--- src/rtl/conv_pkg.sv ---
// Shared definitions for the 5x5 convolution datapath blocks.
//   KSIZE     : kernel edge length
//   KAREA     : elements per window/kernel
//   BIAS_BITS : width of the signed per-filter bias
//   sched_state_t : filter scheduler FSM states
package conv_pkg;

  localparam int unsigned KSIZE     = 5;
  localparam int unsigned KAREA     = KSIZE * KSIZE;
  localparam int unsigned BIAS_BITS = 24;

  typedef enum logic [2:0] {
    S_IDLE,
    S_FETCH,
    S_ISSUE,
    S_WAIT,
    S_EMIT
  } sched_state_t;

endpackage

--- src/rtl/conv5x5_filter_scheduler.sv ---
// conv5x5_filter_scheduler
//   Time-multiplexes one shared 5x5 signed convolution engine across
//   NUM_FILTERS output channels. A window is latched once, then for each
//   channel the kernel/bias is read from weight memory, issued to the engine,
//   and the engine result is emitted on a valid/ready stream.
//
// Ports
//   clk, rst_n                    : clock (rising edge), async active-low reset
//   win_valid/win_ready/win_data  : input window stream (p00 in LSBs, row-major)
//   wt_rd_en/wt_addr              : weight memory read (data valid 1 cycle later)
//   wt_kern/wt_bias               : kernel and bias from weight memory
//   eng_valid_in/eng_win/eng_kern/eng_bias : engine issue
//   eng_valid_out/eng_y           : engine result (1-cycle latency)
//   out_valid/out_ready/out_data/out_ch/out_last : per-channel result stream
//   busy                          : high whenever the FSM is not idle
//
// Configuration
//   CONV_SCHED_RELU_EN : when defined, negative engine results are stored as 0.
module conv5x5_filter_scheduler
  import conv_pkg::*;
#(
  parameter int unsigned DATA_BITS   = 8,
  parameter int unsigned SUM_BITS    = 24,
  parameter int unsigned NUM_FILTERS = 8,
  parameter int unsigned CH_BITS     = 3
) (
  input  logic                         clk,
  input  logic                         rst_n,
  input  logic                         win_valid,
  output logic                         win_ready,
  input  logic [KAREA*DATA_BITS-1:0]   win_data,
  output logic                         wt_rd_en,
  output logic [CH_BITS-1:0]           wt_addr,
  input  logic [KAREA*DATA_BITS-1:0]   wt_kern,
  input  logic [BIAS_BITS-1:0]         wt_bias,
  output logic                         eng_valid_in,
  output logic [KAREA*DATA_BITS-1:0]   eng_win,
  output logic [KAREA*DATA_BITS-1:0]   eng_kern,
  output logic [BIAS_BITS-1:0]         eng_bias,
  input  logic                         eng_valid_out,
  input  logic [SUM_BITS-1:0]          eng_y,
  output logic                         out_valid,
  input  logic                         out_ready,
  output logic [SUM_BITS-1:0]          out_data,
  output logic [CH_BITS-1:0]           out_ch,
  output logic                         out_last,
  output logic                         busy
);

  localparam logic [CH_BITS-1:0] LAST_CH = CH_BITS'(NUM_FILTERS - 1);

  sched_state_t                 r_state;
  logic [CH_BITS-1:0]           r_ch;
  logic [KAREA*DATA_BITS-1:0]   r_win;
  logic                         r_out_valid;
  logic [SUM_BITS-1:0]          r_out_data;
  logic [CH_BITS-1:0]           r_out_ch;
  logic                         r_out_last;
  logic                         r_wt_rd_en;
  logic                         r_eng_valid_in;
  logic [SUM_BITS-1:0]          w_capture;

`ifdef CONV_SCHED_RELU_EN
  assign w_capture = eng_y[SUM_BITS-1] ? '0 : eng_y;
`else
  assign w_capture = eng_y;
`endif

  // Strobes are registered: they are raised on the edge that enters
  // FETCH/ISSUE and dropped on the following edge, so each lasts one cycle.
  always_ff @(posedge clk or negedge rst_n) begin
    if (!rst_n) begin
      r_state        <= S_IDLE;
      r_ch           <= '0;
      r_win          <= '0;
      r_out_valid    <= 1'b0;
      r_out_data     <= '0;
      r_out_ch       <= '0;
      r_out_last     <= 1'b0;
      r_wt_rd_en     <= 1'b0;
      r_eng_valid_in <= 1'b0;
    end else begin
      r_wt_rd_en     <= 1'b0;
      r_eng_valid_in <= 1'b0;
      case (r_state)
        S_IDLE: begin
          if (win_valid) begin
            r_win      <= win_data;
            r_ch       <= '0;
            r_wt_rd_en <= 1'b1;
            r_state    <= S_FETCH;
          end
        end
        S_FETCH: begin
          r_eng_valid_in <= 1'b1;
          r_state        <= S_ISSUE;
        end
        S_ISSUE: begin
          r_state <= S_WAIT;
        end
        S_WAIT: begin
          if (eng_valid_out) begin
            r_out_data  <= w_capture;
            r_out_ch    <= r_ch;
            r_out_last  <= (r_ch == LAST_CH);
            r_out_valid <= 1'b1;
            r_state     <= S_EMIT;
          end
        end
        S_EMIT: begin
          if (out_ready) begin
            r_out_valid <= 1'b0;
            if (r_out_last) begin
              r_state <= S_IDLE;
            end else begin
              r_ch       <= r_ch + 1'b1;
              r_wt_rd_en <= 1'b1;
              r_state    <= S_FETCH;
            end
          end
        end
        default: r_state <= S_IDLE;
      endcase
    end
  end

  assign win_ready    = (r_state == S_IDLE);
  assign busy         = (r_state != S_IDLE);
  assign wt_rd_en     = r_wt_rd_en;
  assign wt_addr      = r_ch;
  assign eng_valid_in = r_eng_valid_in;
  assign eng_win      = r_win;
  assign eng_kern     = wt_kern;
  assign eng_bias     = wt_bias;
  assign out_valid    = r_out_valid;
  assign out_data     = r_out_data;
  assign out_ch       = r_out_ch;
  assign out_last     = r_out_last;

endmodule

--- config.mk ---
export PLATFORM = sky130hd
export DESIGN_NAME = conv5x5_filter_scheduler
export DESIGN_NICKNAME = d
export VERILOG_FILES = /design/src/rtl/conv_pkg.sv /design/src/rtl/conv5x5_filter_scheduler.sv
export SDC_FILE = /design/constraint.sdc
export NUM_CORES = 1
export LEC_CHECK = 0
export CAP_MARGIN = 30
export CORE_AREA = 5 5 355 357
export DETAILED_ROUTE_END_ITERATION = 8
export DIE_AREA = 0 0 360 362
export HOLD_SLACK_MARGIN = 0.15
export PLACE_DENSITY = 0.42
export REMOVE_ABC_BUFFERS = 1
export SLEW_MARGIN = 30
export SYNTH_ARGS = -nofsm -noshare
export SYNTH_HDL_FRONTEND = slang
export SYNTH_SLANG_ARGS = --single-unit
--- constraint.sdc ---
create_clock -name clk -period 4 [get_ports clk]
set_clock_uncertainty 0.05 [all_clocks]
set_input_delay 0.8 -clock clk [delete_from_list [all_inputs] [get_ports clk]]
set_output_delay 0.8 -clock clk [all_outputs]
set_load 0.02 [all_outputs]
; ---- Word level (Yosys, flattened, before mapping)
; Index checks and enable logic that the tools add are counted.
[classes]
n_addsub = 1
multipliers = 0
n_div = 0
order_cmp = 0
n_eq_ne = 9
n_shift = 0
n_mux = 17
n_bitwise = 0
reduce_logical = 9
[op_table]
columns = operator, n
row1 = $mux 3, 6
row2 = $pmux 3 s5, 1
row3 = $ne 2x2->1 const B, 4
row4 = $mux 1, 7
row5 = $eq 3x2->1 const B, 2
row6 = $eq 3x3->1 const B, 2
row7 = $pmux 3 s2, 1
row8 = $reduce_and 3->1, 2
row9 = $pmux 1 s2, 2
row10 = $reduce_and 2->1, 2
row11 = $reduce_and 4->1, 1
row12 = $reduce_bool 2->1, 2
row13 = $add 3x1->3 const B, 1
row14 = $eq 3x1->1 const B, 1
row15 = $logic_not 3->1, 1
row16 = $reduce_bool 3->1, 1
[word_totals]
regBits = 237
latchBits = 0
ramBits = 0
romBits = 0
in_bits = 453
output_inout_bits = 460
elab_cells = 45
mem_count = 0

; ---- Logic depth before layout (Yosys ltp)
[depth]
word_depth = 4
depth_mapped = 7

; ---- Least setup slack after synthesis
; No wires, ideal clock.
[synth_timing]
kind = input-to-reg
from = input win_valid
to = register r_win[100] (netlist: eng_win[100])
t_arrival_ns = 1.944
t_required_ns = 3.825
slack_ns = 1.881
path_stages = 5
path_buffers = 3
cell_sequence = or4b_1 buf_2 buf_8 buf_6 mux2_4
[synth_between]
elab_chain_len = 1
[synth_rtl]
columns = item, line_no
row1 = start: declaration, conv5x5_filter_scheduler.sv:29  ; input logic win_valid,
row2 = $reduce_and 2->1 (no line), --
row3 = end signal: assignment, conv5x5_filter_scheduler.sv:88  ; r_win <= win_data;
row4 = end: declaration, conv5x5_filter_scheduler.sv:54  ; logic [KAREA*DATA_BITS-1:0] r_win;
; Every way passes these cells.
; A chain may end at the register's enable or synchronous reset.

; ---- Worst setup path after layout
[layout_timing]
from = register r_state[1]
to = output win_ready
[layout_between]
elab_chain_len = 1
[layout_rtl]
columns = item, line_no
row1 = start: declaration, conv5x5_filter_scheduler.sv:52  ; sched_state_t r_state;
row2 = start signal: assignment, conv5x5_filter_scheduler.sv:73  ; r_state <= S_IDLE;
row3 = start signal: assignment, conv5x5_filter_scheduler.sv:91  ; r_state <= S_FETCH;
row4 = start signal: assignment, conv5x5_filter_scheduler.sv:96  ; r_state <= S_ISSUE;
row5 = $logic_not 3->1, conv5x5_filter_scheduler.sv:127  ; assign win_ready = (r_state == S_IDLE);
row6 = end: declaration, conv5x5_filter_scheduler.sv:30  ; output logic win_ready,
; Every way passes these cells.

==> summary.md <==
| Metric | Value |
|---|---|
| Crit path capture type | primary output |
| CTS buffer count | 34 |
| Total Routing Usage GR | 15.85% |
| Top_reg_cell synth | dfrtp_1 |
| Asr flop ratio synth | 100.0% |
| Share of layout cells above drive strength 1 | 28.46% |
| Mapped Cells | 748 |
| Most common cell in the netlist | dfrtp_1 |
| Cell at the slowest stage of the critical path | clkdlybuf4s50_1 |
| Die area | 130300 um^2 |
| Final instance area | 17320 um^2 |
| Initial antenna violation count | 2 |
| Final ANT Viol Nets | 0 |
| Filler instances | 13660 |
| Initial Utilization | 9.141% |
| GPL Wtd Cong | 0.8010 |
| Hold Crit Class | in2async |
| Commonest cells post-synth | 237 x dfrtp_1, 224 x buf_4, 156 x mux2_4, 72 x mux2_2, 18 x buf_6 |
| Reg power frac | 30.2% |
| Vias per Instance | 2.867 |
| Total core area | 122700 um^2 |
| Req. time, crit path | 3.15 ns |
| Cts repair resizes | 0 |
| Clock share of power | 22.6% |
| Global-route wire length before repair | 127.2 mm |
| LEAKAGE | 7.194 nW |
| Buf/Inv on CP | 2 |
| Clk slew on worst S/H paths | 0.05 ns |
| Max-slew headroom | 45.88% |
| CTS tree | yes |
| First-pass iteration count of the detailed router | 4 |
| # IOs | 913 |
| Unrepaired setup endpoints after global routing | false |
| DRC | 0 |
| Top cells by area, synth | dfrtp_1 53%, mux2_4 21%, buf_4 15%, mux2_2 7.2%, buf_6 1.8% |
| Vias in the first global route | 8027 |
| Die X | 360 um |
| Ratio of final minimum period to clock period | 76.55% |
| Crit path launch type | flop |
| Pwr Density | 838.8 nW/um^2 |
| Slew at the pin closest to its max-slew limit | 0.8094 ns |
| Sw frac | 34.44% |
| Maximum vdd drop | 402.9 uV |
| Row count | 129 |
| Synthesized area | 11210 um^2 |
| Clk sinks | 237 |
| Family with the most delay on the worst path | buffers and inverters |
| Input/output buffers | 464 |
| Total of max-cap violations | 0 |
| Worst R2R Path Depth | 3 |
| Combinational fraction of design power | 47.3% |
| Mapped Avg Cell Area | 14.99 um^2 |
| Area post-placement | 16120 um^2 |
| Share of the synthesized area in the top cell type | 52.89% |
| Via count | 7657 |
| Die height | 362 um |
| Net Switching | 0.005003 W |
| EDFF count, synth | 0 |
| Synth-to-layout area growth | 54.43% |
| Final core occ | 14.12% |
| Nets | 1463 |
| Hold_buf cts | 0 |
| CP cell instances | or3_1, inv_1, clkdlybuf4s50_1 |
| CP arrival | 2.21 ns |
| WL per Instance | 40.06 um |
| Register area share after synthesis | 52.89% |
| Htree depth | 2 |
| DP HPWL | 87.12 mm |
| GR Overflow Total | 0 |
| Maximum clock path buffer count | 3 |
| Final hold violation count | 0 |
| Root Buffer | clkbuf_16 |
| Fmax | 326.6 MHz |
| Final setup viols | 0 |
| Worst-skew pair later-pin latency | 0.56 ns |
| Iter 0 DRT Violations | 428 |
| Critical path peak fanout | 12 |
| Setup CP Type | reg2out |
| Synth Register Bits | 237 |
| Synth Warn # | 0 |
| Fin crit period | 3.062 ns |
| Pint | 0.009523 W |
| Largest net degree at the start of global routing | 76 |
| Netlist cell types | 23 |
| Delay of the slowest critical-path stage | 0.65 ns |
| Crit. path cell count | 3 |
| Status | complete, no violations |
| Yosys top cell by area | dfrtp_1 |
| Max Slew Vio Count | 0 |
| Post-CTS Setup Bufs | 0 |
| Final WL | 107.0 mm |
-- metal layers --
metal | wire (um) | vias up | GRT usage (%)
met4 | 2150 | 20 | 3.404
li1 | - | 2812 | -
met5 | 1680 | - | 9.150
met2 | 39660 | 1103 | 20.67
met1 | 32800 | 3635 | 13.33
met3 | 30710 | 87 | 22.43
-- cell usage in the layout, fill, tap and decap left out --
cell type,n
diode_2,1
ha_1,2
mux2_2,72
or3_1,1
nand2_1,5
mux2_4,156
clkbuf_8,6
clkbuf_16,37
clkinv_4,1
buf_8,1
o41ai_1,1
a2bb2oi_1,1
clkinv_2,1
inv_6,1
clkinvlp_4,1
o21ai_0,4
buf_12,4
clkbuf_1,10
nor2_1,1
buf_4,9
or4_1,1
dfrtp_1,237
a31oi_1,2
nor3_1,1
or4b_4,1
bufinv_16,4
nand4_1,1
clkdlybuf4s50_1,463
mux2i_1,3
inv_1,6
-- area by class of cell --
cell class,count,area (um^2),area share [%]
Sequential cell,237,5931,34.25
Timing Repair Buffer,477,4797,27.70
Multi-Input combinational cell,252,3319,19.17
Tap cell,1637,2048,11.83
Clock buffer,53,1046,6.040
Clock inverter,8,150.1,0.8671
Inverter,6,22.52,0.1301
Antenna cell,1,2.502,0.01445
-- power groups by stage --
| stage | Clock, W | Combinational, W | Sequential, W |
|---|---|---|---|
| after global routing | 0.00352 | 0.00724 | 0.00455 |
| final | 0.00328 | 0.00687 | 0.00438 |
| after detailed placement | 0 | 0.00696 | 0.00441 |
| after floorplan | 0 | 0.00255 | 0.00571 |
| after CTS | 0.00347 | 0.00699 | 0.00441 |
| after global placement | 0 | 0.00694 | 0.00441 |
-- path summary, 6_finish.rpt --
check	startpoint	slack (ns)	endpoint
max in group asynchronous	rst_n	2.75	out_data[18]
hold / removal	rst_n	0.19	eng_win[125]
hold reg to reg	eng_win[31]	0.45	eng_win[31]
setup / recovery	r_state[1]	0.94	win_ready
min in group clk	eng_win[31]	0.45	eng_win[31]
setup reg to reg	r_state[1]	1.65	eng_win[111]
-- through the flow --
step / setup slack (ns) / total power, W / setup TNS, ns / std cells / hold WS, ns
after CTS: 0.8370 / 0.01487 / 0 / 2670 / 0.1777
final: 0.9378 / 0.01453 / 0 / 2671 / 0.1867
after global placement: 0.9590 / 0.01135 / 0 / 2609 / 0.4375
after detailed placement: 0.8912 / 0.01138 / 0 / 2609 / 0.4409
after global routing: 0.8279 / 0.01531 / 0 / 2670 / 0.2200
after floorplan: -4.186 / 0.008265 / -835.08 / 495 / 0.4134
-- flip-flops by register name, summed over array words and instances (netlist names) --
name / flops
eng_valid_in: 1
eng_win: 200
out_ch: 3
out_data: 24
out_last: 1
out_valid: 1
r_state: 3
wt_addr: 3
wt_rd_en: 1
-- worst register-to-register path, cell delays in order, from the launching register on --
cell     delay, ns
dfrtp_1       0.50
or4b_4        0.83
buf_12        0.44
mux2_4        0.41
-- cells by family (layout without fill, tap and decap cells) --
| kind of cell | count (synthesis) | after routing | share of synthesized area [%] |
|---|---|---|---|
| muxes | 231 | 231 | 28.39 |
| AOI/OAI and AO/OA | 8 | 8 | 0.4463 |
| buffers and inverters | 259 | 544 | 17.54 |
| and+or+nand+nor | 11 | 11 | 0.5133 |
| adders and majority gates | 2 | 2 | 0.2231 |
| other | 0 | 1 | 0 |
| DFF | 237 | 237 | 52.89 |
(Power assumes the default switching activity.)
